$ cat src/rtl/text_fetch.sv
// Double-buffered text-row fetcher: fills a back line buffer from memory ahead of each
// text row and swaps it to the renderer at the row start. Define TEXT_FETCH_TIMEOUT_EN for a read watchdog.
module text_fetch #(
   parameter logic [9:0]  FETCH_H = 10'd600,
   parameter logic [8:0]  V_TOP   = 9'd16,
   parameter int unsigned NCOL    = 40
) (
   input  logic        clk,
   input  logic        reset,
   input  logic        ce_pix,
   input  logic [9:0]  H,
   input  logic [8:0]  V,
   input  logic        page2,
   output logic [22:0] mem_addr,
   output logic        mem_req,
   input  logic        mem_ack,
   input  logic [7:0]  mem_data,
   input  logic [5:0]  rd_col,
   output logic [7:0]  rd_data,
   output logic        line_miss,
   output logic        fetch_err
);
   localparam logic [5:0] LastCol = 6'(NCOL - 1);

   typedef enum logic [1:0] {StIdle, StReq, StGap, StDone} state_e;

   state_e      state_q, state_d;
   logic [5:0]  col_q, col_d;
   logic [22:0] mem_addr_q, mem_addr_d;
   logic        front_sel_q, front_sel_d;
   logic        line_miss_q, line_miss_d;
   logic        fetch_err_q, fetch_err_d;
   logic        wr_en;
   logic [7:0]  wr_data;
   logic [7:0]  buf_q [2][NCOL];

   logic [9:0]  v_ext, v_top_ext;
   logic [6:0]  row_full;
   logic [4:0]  row;
   logic [9:0]  row_base;
   logic [22:0] page_base;
   logic        trigger, swap, timeout;

   always_comb begin
      v_ext     = {1'b0, V};
      v_top_ext = {1'b0, V_TOP};
      row_full  = 7'((v_ext + 10'd1 - v_top_ext) >> 3);
      row       = row_full[4:0];
      // Rows interleave in 128-byte groups of eight, with thirds offset by 40 bytes.
      row_base  = {row[2:0], 7'b0} + ({8'b0, row[4:3]} * 10'd40);
      page_base = page2 ? 23'h800 : 23'h400;
      trigger   = ce_pix && (H == FETCH_H) && (row_full <= 7'd23) &&
                  ((V == V_TOP - 9'd1) ||
                   ((v_ext >= v_top_ext) && (v_ext < v_top_ext + 10'd184) && (V[2:0] == 3'd7)));
      swap      = ce_pix && (H == 10'd0) && (v_ext >= v_top_ext) &&
                  (v_ext < v_top_ext + 10'd192) && (V[2:0] == 3'd0);
   end

`ifdef TEXT_FETCH_TIMEOUT_EN
   logic [7:0] wdog_q, wdog_d;

   always_comb begin
      timeout = (state_q == StReq) && !mem_ack && (wdog_q == 8'd254);
      wdog_d  = ((state_q == StReq) && !mem_ack && !timeout) ? wdog_q + 8'd1 : 8'd0;
   end

   always_ff @(posedge clk) begin
      if (reset) wdog_q <= '0;
      else       wdog_q <= wdog_d;
   end
`else
   assign timeout = 1'b0;
`endif

   always_comb begin
      state_d     = state_q;
      col_d       = col_q;
      mem_addr_d  = mem_addr_q;
      front_sel_d = front_sel_q;
      line_miss_d = 1'b0;
      fetch_err_d = 1'b0;
      wr_en       = 1'b0;
      wr_data     = mem_data;
      unique case (state_q)
         StIdle: begin
            if (trigger) begin
               state_d    = StReq;
               col_d      = '0;
               mem_addr_d = page_base + {13'b0, row_base};
            end
         end
         StReq: begin
            if (mem_ack) begin
               wr_en   = 1'b1;
               state_d = StGap;
            end else if (timeout) begin
               wr_en       = 1'b1;
               wr_data     = 8'hA0;
               fetch_err_d = 1'b1;
               state_d     = StGap;
            end
         end
         StGap: begin
            if (col_q < LastCol) begin
               col_d      = col_q + 6'd1;
               mem_addr_d = mem_addr_q + 23'd1;
               state_d    = StReq;
            end else begin
               state_d = StDone;
            end
         end
         StDone: ;
         default: state_d = StIdle;
      endcase
      // An unfinished fetch at the row start is abandoned; the old front stays visible.
      if (swap) begin
         if (state_q == StDone) front_sel_d = ~front_sel_q;
         else                   line_miss_d = 1'b1;
         state_d = StIdle;
         wr_en   = 1'b0;
      end
   end

   always_ff @(posedge clk) begin
      if (reset) begin
         state_q     <= StIdle;
         col_q       <= '0;
         mem_addr_q  <= '0;
         front_sel_q <= 1'b0;
         line_miss_q <= 1'b0;
         fetch_err_q <= 1'b0;
      end else begin
         state_q     <= state_d;
         col_q       <= col_d;
         mem_addr_q  <= mem_addr_d;
         front_sel_q <= front_sel_d;
         line_miss_q <= line_miss_d;
         fetch_err_q <= fetch_err_d;
      end
   end

   always_ff @(posedge clk) begin
      if (!reset && wr_en) buf_q[~front_sel_q][col_q] <= wr_data;
   end

   assign mem_req   = (state_q == StReq);
   assign mem_addr  = mem_addr_q;
   assign line_miss = line_miss_q;
   assign fetch_err = fetch_err_q;
   assign rd_data   = (rd_col <= LastCol) ? buf_q[front_sel_q][rd_col] : 8'h00;

endmodule

$ cat config.mk
export PLATFORM = sky130hd
export DESIGN_NAME = text_fetch
export DESIGN_NICKNAME = d
export VERILOG_FILES = /design/src/rtl/text_fetch.sv
export SDC_FILE = /design/constraint.sdc
export NUM_CORES = 1
export LEC_CHECK = 0
export ABC_CLOCK_PERIOD_IN_PS = 2600
export BUFFER_PORTS_ARGS = -buffer_cell sky130_fd_sc_hd__buf_2
export CAP_MARGIN = 30
export CORE_MARGIN = 2
export CORE_UTILIZATION = 56
export DETAILED_ROUTE_END_ITERATION = 10
export PLACE_DENSITY = 0.76
export SETUP_SLACK_MARGIN = 0.4
export SYNTH_ARGS = -nofsm -noshare
export SYNTH_HDL_FRONTEND = slang
export SYNTH_SLANG_ARGS = --single-unit
export TNS_END_PERCENT = 10
$ cat constraint.sdc
create_clock -name clk -period 2.6 [get_ports clk]
set_input_delay 0.13 -clock clk [delete_from_list [all_inputs] [get_ports clk]]
set_output_delay 0.13 -clock clk [all_outputs]
set_load 0.005 [all_outputs]
### Word-level counts from Yosys, hierarchy flattened

Memory sizes are Yosys's and may differ from the RTL's. A register that Yosys moved wholly into a read port is not among the register bits.
Cells that the tools add are included.

| word-level totals | value |
|---|---|
| register bits after elaboration | 33 |
| bits in writable memories | 640 |
| memories | 1 |

Memories:

| memory | words | width | rd ports | clocked after Yosys merged registers in | write ports | line | RTL |
|---|---|---|---|---|---|---|---|
| buf_q | 2 | 320 | 1 | 1 | 1 | 35 | `logic [7:0] buf_q [2][NCOL];` |

| operators by class | value |
|---|---|
| multiply operators | 1 |
| equality and inequality tests | 9 |
| bitwise operators | 4 |
| order comparisons | 9 |
| multiplexer cells | 25 |
| add/subtract/negate cells | 6 |
| reduce and logical (&&, ||, !) cells | 23 |

Operators with widths:

| kind | number |
|---|---|
| 320-bit two-way mux | 1 |
| 8-bit binary-select mux with 6-bit select | 1 |
| 8-bit demux with 6-bit select | 1 |
| 23-bit two-way mux | 2 |
| 23-bit one-hot mux with 2 select lines | 1 |
| 8-bit two-way mux | 4 |
| 23-bit by 1-bit adder with 23-bit output (second input constant) | 1 |
| 9-bit by 8-bit less-than comparator with 1-bit output (second input constant) | 2 |
| 7-bit greater-or-equal comparator (second input constant) | 2 |
| 6-bit inverter with 7-bit output | 2 |
| 12-bit by 10-bit adder with 13-bit output | 1 |
| 12-bit two-way mux | 1 |
| 6-bit two-way mux | 2 |
| 6-bit one-hot mux with 2 select lines | 1 |
| 1-bit logical AND | 11 |
| 10-bit by 8-bit adder with 10-bit output | 1 |
| 9-bit by 1-bit adder with 10-bit output (second input constant) | 1 |
| 10-bit == test (second input constant) | 1 |
| 10-bit logical NOT | 1 |
| 10-bit by 5-bit subtractor with 10-bit output (second input constant) | 1 |
| 9-bit by 4-bit == test with 1-bit output (second input constant) | 1 |
| 9-bit by 5-bit greater-or-equal comparator with 1-bit output (second input constant) | 1 |
| 7-bit by 5-bit <= comparator with 1-bit output (second input constant) | 1 |
| 7-bit by 1-bit less-than comparator with 1-bit output (second input constant) | 1 |
| other kinds (22) | 35 |

### Longest topological paths before layout

| logic depth | value |
|---|---|
| word-level depth | 9 |
| depth in mapped cells | 9 |

### Worst setup path after synthesis

No wires, ideal clock.

| timing path | value |
|---|---|
| path type | in2reg |
| start point | input port V[4] |
| end point | memory buf_q[1][80] in the netlist's numbering, enable pin |
| path slack | 0.167 ns |
| arrival time | 2.062 ns |
| stages on the path | 7 |
| library setup time | 0.371 ns |
| cells stage by stage | buf_6 > or4_4 > a21oi_4 > o21ai_4 > or4_1 > buf_2 > nor2_1 |

| on the way | value |
|---|---|
| longest elaborated chain between the ends | 8 |
| elaborated cells between the ends (all ways) | 9 |
| classes of those cells | order compare (2); mux (3); reduce/logical (4) |

Ends and longest elaborated chain:

| element | line | RTL |
|---|---|---|
| start, declared | 12 | `input logic [8:0] V,` |
| 9-bit by 5-bit greater-or-equal comparator with 1-bit output | 55 | `swap = ce_pix && (H == 10'd0) && (v_ext >= v_top_ext) &&` |
| 1-bit logical AND | 55 |  |
| 1-bit logical AND (*) | 55 |  |
| 1-bit logical AND (*) | 56 | `(v_ext < v_top_ext + 10'd192) && (V[2:0] == 3'd0);` |
| 1-bit two-way mux (*) | 116 | `if (swap) begin` |
| 1-bit logical AND (*) | 143 | `if (!reset && wr_en) buf_q[~front_sel_q][col_q] <= wr_data;` |
| 1-bit two-way mux (*) | 143 |  |
| 320-bit two-way mux (implied by the code) (*) | 143 |  |
| end, declared | 35 |  |

Every way passes the cells marked *; elsewhere a longest branch is shown, timed or not.

==> flow_summary.yaml <==
cts:
  cts.clk_slew.worst_paths_ns: 0.06
  clk_latency_ns: 0.61
  cts_tree: "done"
  ctsHtreeMaxLevel: 3
  cts_buffers: 69
  cts-root-buf: "clkbuf_16"
  clkSinkCount: 674
  clk_path_buf_depth: 3
placement:
  port_buffers: 70
  gp_congestion: 0.869
  post-dp-hpwl_mm: 41.1
  numPlacedInstances: 2120
sta:
  hold_viol: 0
  period_share_pct: 122
  period_needed_ns: 3.17
  skew_ns: 0.0240
  slew_headroom_pct: 30.1
  finalSetupViolations: 8
  fmax_mhz: 316
  rsz0062_at_grt: "yes"
  setup-tns-final_ns: -4.05
  slew_viol_final: 0
  worst_pin_slew_ns: 1.05
  hold_slack_ns: 0.0341
  setup_ws_ns: -0.567
logic_synthesis:
  synth_mux_area_share_pct: 15.2
  synth_ff_type: "edfxtp_1"
  postSynthCellCount: 1433
  synth_seq_cells: 674
  synth_fa_ha_area_share_pct: 0.321
  synth_warnings: 0
  synth_xor_area_share_pct: 0.128
  synth_top_family_by_area: "multiplexers"
  yosys.area_share.simple_pct: 5.23
  synth_edf_count: 640
  synth-compound-area-share_pct: 4.20
  syn_area_mm2: 0.0273
  synth_cell_types: 78
  yosysSeqAreaShare_pct: 72.9
  async_reset_ff_share_pct: 0
  syn_nets: 1478
  synth.avg_cell_area_um2: 19.0
worst_setup_path:
  crit_path_max_incr_delay_ns: 0.52
  crit_type: "flop to output port"
  reg2reg_setup_slack_ns: 0.48
  reg2reg_from: "state_q[1]"
  crit_chain: "buf_12 -> buf_12 -> mux4_2 -> mux2_4 -> o211ai_1 -> a2bb2oi_2 -> nand3_2 -> buf_2"
  reg2reg_depth: 7
  startpoint_type: "flop"
  critPathMaxFanout: 6
  crit_arrival_ns: 3.04
  critPathBufInv: 3
  end_kind: "output port"
  critPathRequiredTime_ns: 2.47
  r2r_end: "buf_q[1][316]"
  path_common_cell: "buf_12"
  critPathTopFamily: "multiplexers"
  slowest_stage: "mux4_2"
pwr:
  p_leak_nw: 10.2
  irDropWorstVdd_mv: 0.501
  p_total_mw: 22.4
  powerDensity_mw_per_mm2: 684
final_layout:
  nNetsFinal: 1667
  stdcell_count: 2291
  layout-drive-gt1-share_pct: 36.9
  area_growth_pct: 20.1
  antenna_cells: 0
  utilization_pct: 68.4
  fill_cells: 2871
floorplan:
  dieArea_mm2: 0.0505
  start_util_pct: 56.9
  die_h_um: 225
  row_count: 80
  fp.coreArea_mm2: 0.0479
  io_pins: 72
  chipWidth_um: 225
worst_hold_path:
  worst_hold_path.endpoint: "buf_q[0][136]"
  worstHoldStart: "mem_data[0]"
  hold_class: "primary input to flop"
  worstHoldPathCells: 1
global_route:
  grt_max_degree: 81
  grt_overflow: 0
  grt_pass1_wl_mm: 101
  grt_pass1_vias: 15527
  antenna_found_initial: 0
  grt_usage_pct: 27.6
route:
  drt_iter0_drc: 1801
  first_pass_iters: 6
  routed_wl_mm: 67.7
  route.vias.total: 15294
  wl_per_cell_um: 29.6
  via_per_inst: 6.68
  drc: 0
  antenna_left: 0
run:
  cap_viol_max_count: 0
run_status:
  status: "finished with violations"
  violations: "negative setup slack"
==> synth_stat cells, drive strengths merged (3+ instances only) <==
library cell | instances | area share, %
edfxtp | 640 | 70
mux4 | 164 | 14
nor2 | 110 | 1.6
buf | 53 | 1.3
nand2 | 53 | 0.73
dfxtp | 34 | 2.5
mux2i | 34 | 1.2
clkbuf | 30 | 0.49
nand3 | 26 | 0.48
a21oi | 25 | 0.54
nor3 | 19 | 0.35
o21ai | 17 | 0.35
inv | 15 | 0.21
nand4 | 13 | 0.30
o31ai | 11 | 0.30
or4 | 11 | 0.32
mux2 | 10 | 0.41
nand2b | 10 | 0.23
nor2b | 10 | 0.23
o211ai | 10 | 0.28
a211oi | 9 | 0.25
a31oi | 9 | 0.21
o22ai | 9 | 0.21
a221oi | 7 | 0.22
a311oi | 7 | 0.22
ha | 7 | 0.32
nor4 | 7 | 0.16
and4 | 6 | 0.19
o41a | 5 | 0.21
or3 | 5 | 0.12
a41oi | 4 | 0.13
a211o | 3 | 0.096
a21boi | 3 | 0.083
a311o | 3 | 0.11
and3 | 3 | 0.069
o311a | 3 | 0.11
or4b | 3 | 0.12
xnor2 | 3 | 0.096
==> cell usage in the layout, fill, tap and decap left out, drive strengths merged, types with 4 or more instances in the layout <==
cell type    count
clkinv          29
nand3           26
nor2b           10
a41oi            4
nor3            19
nand2b          10
inv             18
o21ai           17
buf            191
dlygate4sd3      6
or3              5
bufinv           5
o211ai          10
and4             6
clkbuf          89
dfxtp           34
nand4           13
ha               7
nor2           110
a311oi           7
a31oi            9
mux2i           34
a21oi           25
or4             11
a221oi           7
o31ai           11
mux4           164
o41a             5
nor4             7
a211oi           9
nand2           53
mux2            10
o22ai            9
edfxtp         640
==> stage by stage <==
stage	setup WS (ns)	cell area [µm²]
2_1_floorplan	0.412	27900
3_3_place_gp	0.0750	29400
3_5_place_dp	0.0316	29400
4_1_cts	-0.534	32500
5_1_grt	-0.579	32800
6_report	-0.567	32800
==> cell families after synthesis <==
kind of cell,after synthesis
XOR/XNOR,4
adder cells (fa/ha/maj),7
AO/OA/AOI/OAI,152
buffers and inverters,100
flip-flops,674
other,1
AND/OR/NAND/NOR,287
multiplexers,208
==> timing repair <==
item | in CTS | in global routing
pin swaps | 18 | 12
endpoints found under the setup margin | 380 | 78
hold endpoints to repair | 8 | 0
cloned | 10 | 2
resized for setup | 67 | 43
hold buffers | 6 | 0
buffers inserted | 22 | 6
==> sequential cells by signal (all words and copies together) (netlist names), named ones only <==
signal       count
line_miss        1
front_sel_q      1
mem_addr        23
state_q          2
buf_q          640
col_q            6
==> area by class of cell <==
class,count,area [µm²],share of cell area [%]
repair buffers,201,2070,6.33
clock inverters,38,343,1.05
well taps,615,769,2.35
flip-flops and latches,674,19900,60.7
multi-input cells,659,7770,23.7
clock buffers,87,1840,5.60
inverters,17,68.8,0.210
==> worst max-delay path by stage <==
stage | startpoint | end | slack, ns | cells past startpoint
floorplan | V[4] | buf_q[0][32] | 0.41 | 7
global placement | V[7] | buf_q[1][96] | 0.07 | 6
detailed placement | V[7] | buf_q[1][226] | 0.03 | 6
CTS | flop | rd_data[6] | -0.53 | 7
global route | flop | rd_data[3] | -0.58 | 10
finish | flop | rd_data[3] | -0.57 | 8
==> metal layers <==
metal / track usage, % / vias up / share of wire (%)
met4: 9.76 / 0 / 3.5
met3: 5.55 / 166 / 9.1
met2: 44.9 / 858 / 49
met1: 37.7 / 7947 / 38
li1: - / 6323 / -
met5: 0 / - / 0
==> where the power goes <==
group          internal (mW)  switching [mW]
clock                   5.53            4.13
combinational          0.314           0.578
sequential              11.9         0.00463
(Power assumes the default switching activity.)
